**src/rtl/btn_pkg.sv**
```systemverilog
// Shared definitions for the push-button debouncer and its tick generator.
package btn_pkg;

    // Debounce FSM states; encodings are fixed so waveforms stay readable.
    typedef enum logic [1:0] {
        ST_IDLE        = 2'd0,
        ST_PRESS_CHK   = 2'd1,
        ST_HELD        = 2'd2,
        ST_RELEASE_CHK = 2'd3
    } btn_state_t;

    localparam int unsigned DEF_SAMPLE_DIV = 50000;
    localparam int unsigned DEF_STABLE_CNT = 20;
    localparam int unsigned DEF_LONG_CNT   = 1000;

    // Bits needed to hold any value in 0..max_val.
    function automatic int unsigned cnt_width(input int unsigned max_val);
        return $clog2(max_val + 1);
    endfunction

endpackage

```
**src/rtl/tick_gen.sv**
```systemverilog
// Free-running sample-tick generator: one-cycle tick every SAMPLE_DIV clocks.
module tick_gen
    import btn_pkg::*;
#(
    parameter int unsigned SAMPLE_DIV = DEF_SAMPLE_DIV
) (
    input  logic clk_in,
    input  logic rst_n,
    output logic tick
);

    localparam int unsigned      CW   = cnt_width(SAMPLE_DIV - 1);
    localparam logic [CW-1:0]    LAST = CW'(SAMPLE_DIV - 1);

    logic [CW-1:0] cnt_q, cnt_d;

    // Tick on the terminal count, then wrap to zero.
    always_comb begin
        tick  = (cnt_q == LAST);
        cnt_d = tick ? '0 : cnt_q + CW'(1);
    end

    // Divider count register.
    always_ff @(posedge clk_in or negedge rst_n) begin
        if (!rst_n) cnt_q <= '0;
        else        cnt_q <= cnt_d;
    end

endmodule

```
**src/rtl/button_debounce.sv**
```systemverilog
// Push-button synchroniser + debouncer with press/release/long-press pulses.
// Optional feature macro: BTN_LONG_PRESS_EN (long-press counter and btn_long).
module button_debounce
    import btn_pkg::*;
#(
    parameter int unsigned SAMPLE_DIV = DEF_SAMPLE_DIV,
    parameter int unsigned STABLE_CNT = DEF_STABLE_CNT,
    parameter int unsigned LONG_CNT   = DEF_LONG_CNT,
    parameter bit          ACTIVE_LOW = 1'b1
) (
    input  logic clk_in,
    input  logic rst_n,
    input  logic btn_raw,
    output logic btn_level,
    output logic btn_press,
    output logic btn_release,
    output logic btn_long
);

    if (SAMPLE_DIV < 2) begin : g_chk_div
        $error("button_debounce: SAMPLE_DIV must be >= 2");
    end
    if (STABLE_CNT < 1) begin : g_chk_stable
        $error("button_debounce: STABLE_CNT must be >= 1");
    end
    if (LONG_CNT < 1) begin : g_chk_long
        $error("button_debounce: LONG_CNT must be >= 1");
    end

    localparam logic             RELEASED_PIN = ACTIVE_LOW;
    localparam int unsigned      SCW          = cnt_width(STABLE_CNT);
    localparam logic [SCW-1:0]   STABLE_V     = SCW'(STABLE_CNT);
    localparam logic [SCW-1:0]   ONE_S        = SCW'(1);

    logic [1:0]     sync_q, sync_d;
    logic           btn_s;
    logic           tick;
    btn_state_t     state_q, state_d;
    logic [SCW-1:0] cnt_q, cnt_d, cnt_inc;
    logic           level_q, level_d;
    logic           press_q, press_d;
    logic           release_q, release_d;
    logic           press_ok, release_ok;

`ifdef BTN_LONG_PRESS_EN
    localparam int unsigned      HCW    = cnt_width(LONG_CNT);
    localparam logic [HCW-1:0]   LONG_V = HCW'(LONG_CNT);

    logic [HCW-1:0] hold_cnt_q, hold_cnt_d, hold_inc;
    logic           long_q, long_d;
`endif

    tick_gen #(
        .SAMPLE_DIV(SAMPLE_DIV)
    ) u_tick_gen (
        .clk_in(clk_in),
        .rst_n (rst_n),
        .tick  (tick)
    );

    // Two-flop synchroniser; btn_s is 1 while pressed regardless of pin polarity.
    always_comb begin
        sync_d = {sync_q[0], btn_raw};
        btn_s  = sync_q[1] ^ ACTIVE_LOW;
    end

    // Debounce FSM: next state, counters and event pulses, evaluated on ticks only.
    // With STABLE_CNT=1 the first agreeing sample is accepted directly from
    // IDLE/HELD, skipping the CHK state within the same tick.
    always_comb begin
        state_d    = state_q;
        cnt_d      = cnt_q;
        cnt_inc    = cnt_q + ONE_S;
        level_d    = level_q;
        press_d    = 1'b0;
        release_d  = 1'b0;
        press_ok   = 1'b0;
        release_ok = 1'b0;
`ifdef BTN_LONG_PRESS_EN
        hold_cnt_d = hold_cnt_q;
        hold_inc   = hold_cnt_q + HCW'(1);
        long_d     = 1'b0;
`endif
        if (tick) begin
            case (state_q)
                ST_IDLE: begin
                    if (btn_s) begin
                        if (STABLE_V == ONE_S) begin
                            press_ok = 1'b1;
                        end else begin
                            state_d = ST_PRESS_CHK;
                            cnt_d   = ONE_S;
                        end
                    end
                end
                ST_PRESS_CHK: begin
                    if (!btn_s) begin
                        state_d = ST_IDLE;
                        cnt_d   = '0;
                    end else if (cnt_inc == STABLE_V) begin
                        press_ok = 1'b1;
                    end else begin
                        cnt_d = cnt_inc;
                    end
                end
                ST_HELD: begin
                    if (!btn_s) begin
                        if (STABLE_V == ONE_S) begin
                            release_ok = 1'b1;
                        end else begin
                            state_d = ST_RELEASE_CHK;
                            cnt_d   = ONE_S;
                        end
                    end
`ifdef BTN_LONG_PRESS_EN
                    else if (hold_cnt_q != LONG_V) begin
                        hold_cnt_d = hold_inc;
                        long_d     = (hold_inc == LONG_V);
                    end
`endif
                end
                ST_RELEASE_CHK: begin
                    if (btn_s) begin
                        // Back to HELD with hold count kept: a bounce cannot re-arm btn_long.
                        state_d = ST_HELD;
                        cnt_d   = '0;
                    end else if (cnt_inc == STABLE_V) begin
                        release_ok = 1'b1;
                    end else begin
                        cnt_d = cnt_inc;
                    end
                end
                default: begin
                    state_d = ST_IDLE;
                    cnt_d   = '0;
                end
            endcase
        end
        if (press_ok) begin
            state_d = ST_HELD;
            level_d = 1'b1;
            press_d = 1'b1;
            cnt_d   = '0;
        end
        if (release_ok) begin
            state_d   = ST_IDLE;
            level_d   = 1'b0;
            release_d = 1'b1;
            cnt_d     = '0;
`ifdef BTN_LONG_PRESS_EN
            hold_cnt_d = '0;
`endif
        end
    end

    // State, counter, synchroniser and registered-output flops.
    always_ff @(posedge clk_in or negedge rst_n) begin
        if (!rst_n) begin
            sync_q     <= {2{RELEASED_PIN}};
            state_q    <= ST_IDLE;
            cnt_q      <= '0;
            level_q    <= 1'b0;
            press_q    <= 1'b0;
            release_q  <= 1'b0;
`ifdef BTN_LONG_PRESS_EN
            hold_cnt_q <= '0;
            long_q     <= 1'b0;
`endif
        end else begin
            sync_q     <= sync_d;
            state_q    <= state_d;
            cnt_q      <= cnt_d;
            level_q    <= level_d;
            press_q    <= press_d;
            release_q  <= release_d;
`ifdef BTN_LONG_PRESS_EN
            hold_cnt_q <= hold_cnt_d;
            long_q     <= long_d;
`endif
        end
    end

    assign btn_level   = level_q;
    assign btn_press   = press_q;
    assign btn_release = release_q;
`ifdef BTN_LONG_PRESS_EN
    assign btn_long    = long_q;
`else
    assign btn_long    = 1'b0;
`endif

endmodule
```
**config.mk**
```make
export PLATFORM = sky130hd
export DESIGN_NAME = button_debounce
export DESIGN_NICKNAME = d
export VERILOG_FILES = /design/src/rtl/btn_pkg.sv /design/src/rtl/tick_gen.sv /design/src/rtl/button_debounce.sv
export SDC_FILE = /design/constraint.sdc
export NUM_CORES = 1
export LEC_CHECK = 0
export ABC_AREA = 1
export CORE_AREA = 4 4 56 58
export DETAILED_ROUTE_END_ITERATION = 8
export DIE_AREA = 0 0 60 62
export HOLD_SLACK_MARGIN = 0.1
export PLACE_DENSITY = 0.8
export SLEW_MARGIN = 40
export SYNTH_ARGS = -nofsm -noshare
export SYNTH_HDL_FRONTEND = slang
export SYNTH_HIERARCHICAL = 1
export SYNTH_SLANG_ARGS = --single-unit
```
**constraint.sdc**
```tcl
create_clock -name clk_in -period 3 [get_ports clk_in]
set_input_delay 0.3 -clock clk_in [delete_from_list [all_inputs] [get_ports clk_in]]
set_output_delay 0.3 -clock clk_in [all_outputs]
set_load 0.02 [all_outputs]
```
==> results.txt, run 1 <==
----------------------------------------------------
[Clock network]
  Clock tree from TritonCTS ... yes
  H-tree level count ... 1
  Postcts setup bufs ... 0
  Root Buffer Master ... sky130_fd_sc_hd__clkbuf_4
  Clock slew at the register clock pins of the worst setup and hold paths ... roughly 0.15 ns
  Clock latency reported for the late side of the worst-skew pair ... ~0.33 ns
  Clock Sinks ... 28
  Inserted Clock Buffers ... 3
  Worst-case clock buffer depth ... 2
  Total of cells resized after clock tree synthesis ... 0
  Hold-fix buffer count after cts ... 0

[STA]
  Setup Skew ... between 0.002 and 0.003 ns
  Maximum achievable frequency ... 572 MHz
  Sum Neg Setup Slack ... 0 ns
  Period minus WS final ... 1.75 ns
  Number of pins with negative max-slew slack in the final report ... 0
  Final period utilization ... around three fifths
  Setup-violating endpoint count in the final report ... 0
  Number of hold violations in the final report ... 0
  Setup repair after global routing missed its margin ... no

[Pwr]
  Peak ir drop on the vdd network ... between 0.2 and 0.3 mV
  Power density normalized to cell area ... between 300 and 400 nW/um^2
  Overall power ... ~640 uW
  Reported leakage power ... 0.000854 uW

[Global routing]
  Global-route wire length before repair ... 4940 um
  Largest net degree at the start of global routing ... 29
  Number of global-route vias before repair ... 1185
  Global-route usage over all layers ... between 15 and 20%
  Overflow after GRT ... 0
  Initial antenna violation count ... 0

[Die]
  Area enclosed by the die boundary ... about 3700 um^2
  Top-level port count ... 7
  Area of the core region ... 2660 um^2
  Height of the die ... 62 um
  Initial Utilization ... between 50% and 60%
  Cell row count ... 19
  Die X-Extent ... around 60 um

[Logic synthesis]
  Count of flip-flops with a built-in enable after synthesis ... 0
  Mean post-synth cell area ... approximately 8 um^2
  Area of the mapped netlist ... between 1500 and 2000 um^2
  Async set or reset register ratio after synthesis ... 100%
  Warnings from Yosys ... 6
  Post-synth cell types ... 29
  Cells after Synth ... ~200
  Net count of the mapped netlist ... around 200
  Leading register cell type out of synthesis ... sky130_fd_sc_hd__dfrtp_1
  Portion of the post-synthesis area used by sequential elements ... 45.1%
  Number of storage elements in the synthesis netlist ... 28

[Placement]
  Routability-driven placement congestion ratio ... between 0.9 and 1
  Number of port buffers ... 5
  Post-placement cell area ... approximately 1600 um^2
  Post-placement cell count ... roughly 230
  Placed wire-length estimate after detailed placement ... between 2000 and 2500 um

[Setup path]
  WP buf/inv ... 2
  Critical path class ... reg -> reg
  Capture point of the worst reg-to-reg path ... state_q[0]$_DFFE_PN0P_
  Slowest library cell on the worst path ... sky130_fd_sc_hd__dfrtp_1
  Source of the worst register-to-register timing path ... u_tick_gen/cnt_q[0]$_DFF_PN0_
  Arrival time worst endpoint ... approximately 2 ns
  Kind of launch point of the worst setup path ... flip-flop
  Data required, critical path ... ~3.2 ns
  Top delay family on crit path ... simple AND/OR/NAND/NOR gates
  R2r setup slk ... roughly 1.3 ns
  Maximum cell stage delay along the critical path ... 0.42 ns
  Number of cell instances on the worst register-to-register path ... 10
  Kind of capture point of the worst setup path ... flip-flop
  Crit path cell chain ... ha_1 -> nand3_2 -> nor2_1 -> nand2_2 -> inv_2 -> nand2_4 -> inv_4 -> nand2_4 -> nor2_1 -> a21oi_1
  CP max FO ... 8

[Hold path]
  Path type of the worst min-delay path ... in -> async

[Cells and area]
  Share of layout cells above drive strength 1 ... around 16%
  Number of nets in the final layout ... approximately 210
  Final core occ ... 63.8%
  Finished layout cell area ... between 1500 and 2000 um^2
  Number of cells in the finished layout apart from fillers ... around 240
  Area Overhead vs Synth ... 9.08%
  Total inserted antenna cells ... 0

[Flow run]
  Max-cap viol count ... 0

[Outcome]
  Status ... completed

[Drt]
  Antenna violation net count after detailed routing ... 0
  Via count ... approximately 1200
  Routed wire length ... roughly 2800 um
  Number of violations reported at the end of detailed-routing iteration 0 ... 41
  Topmost layer with routed signal wires ... met4
  Number of vias per cell ... 5.23
  DRT Pass-1 Iters ... 4
  DR WL met3 ... 80 um
  Met2 Wirelength ... 1420 um
  DRT met1 WL ... approximately 1300 um
  Drc violations ... 0
  Routed length per instance ... roughly 12 um

----------------------------------------------------
-- metrics by stage --
step                      hold slack, ns  worst slack, ns
after detailed placement           0.349             1.28
after global placement             0.346             1.38
final                              0.317             1.25
after global routing               0.334             1.10
after CTS                          0.325             1.25
after floorplan                  0.00441             1.47
-- cells in the mapped netlist (2+ instances only) --
cell type                  n  area share, %
sky130_fd_sc_hd__nand2_1  46             11
sky130_fd_sc_hd__nor2_1   29            7.0
sky130_fd_sc_hd__dfrtp_1  26             42
sky130_fd_sc_hd__inv_1    24            5.8
sky130_fd_sc_hd__nand3_1  10            3.2
sky130_fd_sc_hd__nand2_2   6            2.4
sky130_fd_sc_hd__o21ai_1   6            1.9
sky130_fd_sc_hd__xor2_1    6            3.4
sky130_fd_sc_hd__a21oi_1   5            1.6
sky130_fd_sc_hd__inv_2     5            1.2
sky130_fd_sc_hd__nand4_1   5            2.0
sky130_fd_sc_hd__nor3_1    4            1.3
sky130_fd_sc_hd__nand3_2   3            1.9
sky130_fd_sc_hd__dfstp_2   2            3.4
sky130_fd_sc_hd__ha_1      2            1.6
sky130_fd_sc_hd__nand2_4   2            1.4
sky130_fd_sc_hd__nor2_2    2           0.80
sky130_fd_sc_hd__nor2_4    2            1.4
-- registers in the layout, indices dropped and copies added (netlist names) --
name and flops:
btn_level 1, btn_press 1, btn_release 1, cnt_q 5, state_q 2, sync_q 2, u_tick_gen/cnt_q 16
-- area by class of cell --
cell class	instances	area, um^2
Clock inverter	1	30.0
Fill cell	224	963
Sequential cell	28	703
Timing Repair Buffer	6	57.6
Tap cell	31	38.8
Clock buffer	3	22.5
Multi-Input combinational cell	136	714
Inverter	31	133
-- where the power goes --
part | switching [uW] | internal, uW | leakage (uW) | total [uW]
combinational | 10.1 | 4.28 | 0.000457 | 14.3
sequential | 1.10 | 380 | 0.000370 | 381
clock | 112 | 135 | 0.0000279 | 247
-- placed cells by master (no fill, tap or decap) --
| cell type | netlist | layout |
|---|---|---|
| sky130_fd_sc_hd__a21oi_1 | 5 | 5 |
| sky130_fd_sc_hd__nor3_4 | 1 | 1 |
| sky130_fd_sc_hd__nand4_1 | 5 | 5 |
| sky130_fd_sc_hd__o21ai_0 | 1 | 1 |
| sky130_fd_sc_hd__nand2_2 | 6 | 6 |
| sky130_fd_sc_hd__inv_2 | 5 | 5 |
| sky130_fd_sc_hd__nand2_1 | 46 | 46 |
| sky130_fd_sc_hd__nand2_4 | 2 | 2 |
| sky130_fd_sc_hd__clkbuf_4 | 0 | 3 |
| sky130_fd_sc_hd__nor3_1 | 4 | 4 |
| sky130_fd_sc_hd__nand3b_1 | 1 | 1 |
| sky130_fd_sc_hd__o21ai_1 | 6 | 6 |
| sky130_fd_sc_hd__bufinv_8 | 1 | 1 |
| sky130_fd_sc_hd__nand3_4 | 1 | 1 |
| sky130_fd_sc_hd__nor2_1 | 29 | 29 |
| sky130_fd_sc_hd__nor2_2 | 2 | 2 |
| sky130_fd_sc_hd__nor2_4 | 2 | 2 |
| sky130_fd_sc_hd__bufinv_16 | 0 | 1 |
| sky130_fd_sc_hd__a21oi_2 | 1 | 1 |
| sky130_fd_sc_hd__xor2_1 | 6 | 6 |
| sky130_fd_sc_hd__clkdlybuf4s50_1 | 0 | 5 |
| sky130_fd_sc_hd__dfstp_2 | 2 | 2 |
| sky130_fd_sc_hd__ha_1 | 2 | 2 |
| sky130_fd_sc_hd__dfrtp_1 | 26 | 26 |
| sky130_fd_sc_hd__inv_1 | 24 | 24 |
| sky130_fd_sc_hd__a31oi_1 | 1 | 1 |
| sky130_fd_sc_hd__o21ai_2 | 1 | 1 |
| sky130_fd_sc_hd__nand3_2 | 3 | 3 |
| sky130_fd_sc_hd__nand3_1 | 10 | 10 |
| sky130_fd_sc_hd__inv_4 | 1 | 1 |
| sky130_fd_sc_hd__buf_4 | 1 | 1 |
| sky130_fd_sc_hd__conb_1 | 1 | 1 |
-- worst max-delay path by stage --
stage                     slack, ns  depth (start not counted)                     end                           from
after floorplan                1.47                         10  state_q[0]$_DFFE_PN0P_  u_tick_gen/cnt_q[0]$_DFF_PN0_
after global placement         1.38                         10  state_q[0]$_DFFE_PN0P_  u_tick_gen/cnt_q[0]$_DFF_PN0_
final                          1.25                         10  state_q[0]$_DFFE_PN0P_  u_tick_gen/cnt_q[0]$_DFF_PN0_
after CTS                      1.25                         10  state_q[0]$_DFFE_PN0P_  u_tick_gen/cnt_q[0]$_DFF_PN0_
after global routing           1.10                         10  state_q[0]$_DFFE_PN0P_  u_tick_gen/cnt_q[0]$_DFF_PN0_
after detailed placement       1.28                         10  state_q[0]$_DFFE_PN0P_  u_tick_gen/cnt_q[0]$_DFF_PN0_
-- layer usage --
metal  GRT usage, %  up-vias
met2           30.7       27
met1           21.8      567
li1               -      630
met4           8.23        0
met3           2.69       10
met5              0        -
-- cells by family after synthesis --
group | synth area share, %
DFF | 45.1
AOI/OAI and AO/OA | 5.38
adders and majority gates | 1.61
xor gates and xnor gates | 3.37
other | 0.241
buffers and inverters | 9.00
and+or+nand+nor | 35.3
Power figures use the tool's default switching activity.
==> inputs of run 2 (changes only) <==
--- a/config.mk
+++ b/config.mk
@@ -6,11 +6,11 @@
 export NUM_CORES = 1
 export LEC_CHECK = 0
 export ABC_AREA = 1
-export CORE_AREA = 4 4 56 58
+export CORE_AREA = 4 4 60 62
 export DETAILED_ROUTE_END_ITERATION = 8
-export DIE_AREA = 0 0 60 62
+export DIE_AREA = 0 0 64 66
 export HOLD_SLACK_MARGIN = 0.1
-export PLACE_DENSITY = 0.8
+export PLACE_DENSITY = 0.73
 export SLEW_MARGIN = 40
 export SYNTH_ARGS = -nofsm -noshare
 export SYNTH_HDL_FRONTEND = slang
==> constraint.sdc (replaced) <==
create_clock -name clk_in -period 1.6 [get_ports clk_in]
set_input_delay 0.16 -clock clk_in [delete_from_list [all_inputs] [get_ports clk_in]]
set_output_delay 0.16 -clock clk_in [all_outputs]
set_load 0.02 [all_outputs]
==> results.txt, run 2 (same netlist as run 1, synthesis figures left out) <==
----------------------------------------------------
[Setup path]
  CP max FO ... 8 (unchanged)
  Critical path class ... reg -> reg
  Kind of launch point of the worst setup path ... flip-flop
  Kind of capture point of the worst setup path ... flip-flop
  Data required, critical path ... 1.83 ns (-1.40 ns)
  Arrival time worst endpoint ... 1.72 ns (-0.26 ns)
  Crit path cell chain ... ha_4 -> nand3_2 -> nor2_1 -> nand2_2 -> inv_4 -> nand2_4 -> inv_4 -> nand2_4 -> nor2_1 -> a21oi_1
  Maximum cell stage delay along the critical path ... 0.45 ns (+0.03 ns)
  Slowest library cell on the worst path ... sky130_fd_sc_hd__dfrtp_1

[Pwr]
  Fraction of power consumed by the clock network ... 38.3% (-0.2 points)
  Internal power summed over all cells ... 974 uW (+87%)
  Net load switching power ... 228 uW (+85%)
  Part of the total power dissipated in combinational logic ... 2.3% (about the same)
  Power density normalized to cell area ... 674 nW/um^2 (+78%)
  Sequential Power Share ... 59.5% (+0.2 points)
  Reported leakage power ... 0.000889 uW (+4.1%)
  Peak ir drop on the vdd network ... 0.368 mV (+24%)
  Switching part of the total ... 19.0% (-0.23 points)

[Cells and area]
  Total inserted antenna cells ... 0 (unchanged)
  Commonest cells after routing, fill and taps aside ... 46 x sky130_fd_sc_hd__nand2_1, 29 x sky130_fd_sc_hd__nor2_1, 26 x sky130_fd_sc_hd__dfrtp_1, 24 x sky130_fd_sc_hd__inv_1, 10 x sky130_fd_sc_hd__nand3_1
  Number of flip-flops in the largest register ... 16 (unchanged)
  Final core occ ... 58.9% (-4.9 points)
  Area Overhead vs Synth ... 14.5%
  Largest regs ... u_tick_gen/cnt_q (16), cnt_q (5)
  Most common cell after layout, fill and taps aside ... sky130_fd_sc_hd__nand2_1
  Share of layout cells above drive strength 1 ... 19.3% (+3.2 points)
  Largest Register ... u_tick_gen/cnt_q
  Number of nets in the final layout ... 218 (+3.3%)

[STA]
  Final-layout worst hold slack ... 0.186 ns (-0.131 ns)
  Number of pins with negative max-slew slack in the final report ... 0 (unchanged)
  Setup Skew ... 0.00477 ns (+0.00200 ns)
  Maximum achievable frequency ... 672 MHz (+17%)
  Setup ws final ... 0.112 ns (-1.14 ns)
  Period minus WS final ... 1.49 ns (-0.260 ns)
  Sum Neg Setup Slack ... 0 ns (unchanged)
  Setup-violating endpoint count in the final report ... 0 (unchanged)
  Final period utilization ... 93.0% (+35 points)
  Number of hold violations in the final report ... 0 (unchanged)
  Setup repair after global routing missed its margin ... no

[Drt]
  Number of vias per cell ... 4.83 (-7.7%)
  Drc violations ... 0 (unchanged)
  Antenna violation net count after detailed routing ... 0 (unchanged)
  Routed wire length ... 2940 um (+3.4%)
  Number of violations reported at the end of detailed-routing iteration 0 ... 64 (+56%)
  Routed length per instance ... 11.5 um (-4.7%)
  DRT Pass-1 Iters ... 5 (+1)
  Via count ... 1236 (+0.16%)

[Placement]
  Number of port buffers ... 5 (unchanged)
  Worst setup slack after placement ... 0.0739 ns (-1.21 ns)
  Placed wire-length estimate after detailed placement ... 2290 um (+5.8%)
  Routability-driven placement congestion ratio ... 0.884 (-2.8%)

[Die]
  Area of the core region ... 3030 um^2 (+14%)
  Top-level port count ... 7 (unchanged)
  Cell row count ... 20 (+1)
  Height of the die ... 66 um (+6.5%)
  Die X-Extent ... 64 um (+6.7%)
  Area enclosed by the die boundary ... 4220 um^2 (+14%)
  Initial Utilization ... 51.4% (-7.1 points)

[Outcome]
  Status ... completed

[Clock network]
  Clock slew at the register clock pins of the worst setup and hold paths ... 0.15 ns (about the same)
  H-tree level count ... 1 (unchanged)
  Worst-case clock buffer depth ... 2 (unchanged)
  Inserted Clock Buffers ... 3 (unchanged)
  Root Buffer Master ... sky130_fd_sc_hd__clkbuf_4
  Clock Sinks ... 28 (unchanged)
  Clock latency reported for the late side of the worst-skew pair ... 0.33 ns (about the same)
  Clock tree from TritonCTS ... yes

[Global routing]
  Global-route wire length before repair ... 4950 um (+0.28%)
  Global-route usage over all layers ... 15.0% (-2.7 points)
  Number of global-route vias before repair ... 1187 (+0.17%)
  Overflow after GRT ... 0 (unchanged)
  Largest net degree at the start of global routing ... 29 (unchanged)
  Initial antenna violation count ... 0 (unchanged)

[Hold path]
  Path type of the worst min-delay path ... in -> async

[Flow run]
  Max-cap viol count ... 0 (unchanged)

----------------------------------------------------
==> run 2: critical path: cells and delay by family, from the launching register on <==
family	cells	cell delay, ns
compound gates	1	0.05
fa+ha+maj	1	0.17
buf+inv	2	0.18
flops	1	0.45
simple gates	6	0.53
==> run 2: routing by layer <==
layer  routed length, um  vias up  track usage [%]
met4                  14        0             4.85
met2                1600        9             29.4
li1                    -      642                -
met5                   0        -                0
met1                1270      583             16.3
met3                  53        2             2.21
==> run 2: layout make-up <==
type                            count  area, um^2
Clock inverter                      1        30.0
Inverter                           31         135
Sequential cell                    28         703
Fill cell                         260        1240
Clock buffer                        3        22.5
Tap cell                           44        55.1
Multi-Input combinational cell    136         727
Timing Repair Buffer               13         110
==> run 2: worst paths after layout <==
check / depth (start not counted) / slack (ns) / startpoint / to
worst min register to register: 0 / 0.37 / sync_q[0]$_DFF_PN1_ / sync_q[1]$_DFF_PN1_
min in group clk_in: 1 / 0.23 / btn_raw / sync_q[0]$_DFF_PN1_
max in group asynchronous: 2 / 1.10 / rst_n / sync_q[0]$_DFF_PN1_
worst min-delay path: 2 / 0.19 / rst_n / u_tick_gen/cnt_q[12]$_DFF_PN0_
worst max-delay path: 10 / 0.11 / u_tick_gen/cnt_q[0]$_DFF_PN0_ / state_q[0]$_DFFE_PN0P_
worst max register to register: 10 / 0.11 / u_tick_gen/cnt_q[0]$_DFF_PN0_ / state_q[0]$_DFFE_PN0P_
==> run 2: repair_timing <==
item / in CTS / in global routing
hold endpoints to repair: 0 / 0
buffers inserted: 0 / 1
gates resized for setup: 0 / 3
hold buffers: 0 / 0
setup endpoints to repair: 0 / 6
==> run 2: power groups by stage <==
stage / sequential, uW / clock, uW / combinational, uW
2_1_floorplan: 727 / 0 / 8.85
3_3_place_gp: 727 / 0 / 27.7
3_5_place_dp: 728 / 0 / 28.6
4_1_cts: 715 / 479 / 28.8
5_1_grt: 716 / 515 / 31.0
6_report: 715 / 460 / 27.1
==> run 2: through the flow <==
step	total power (uW)	area [um^2]	std cells
2_1_floorplan	736	1560	196
3_3_place_gp	755	1710	251
3_5_place_dp	756	1710	251
4_1_cts	1220	1760	255
5_1_grt	1260	1780	256
6_report	1200	1780	256
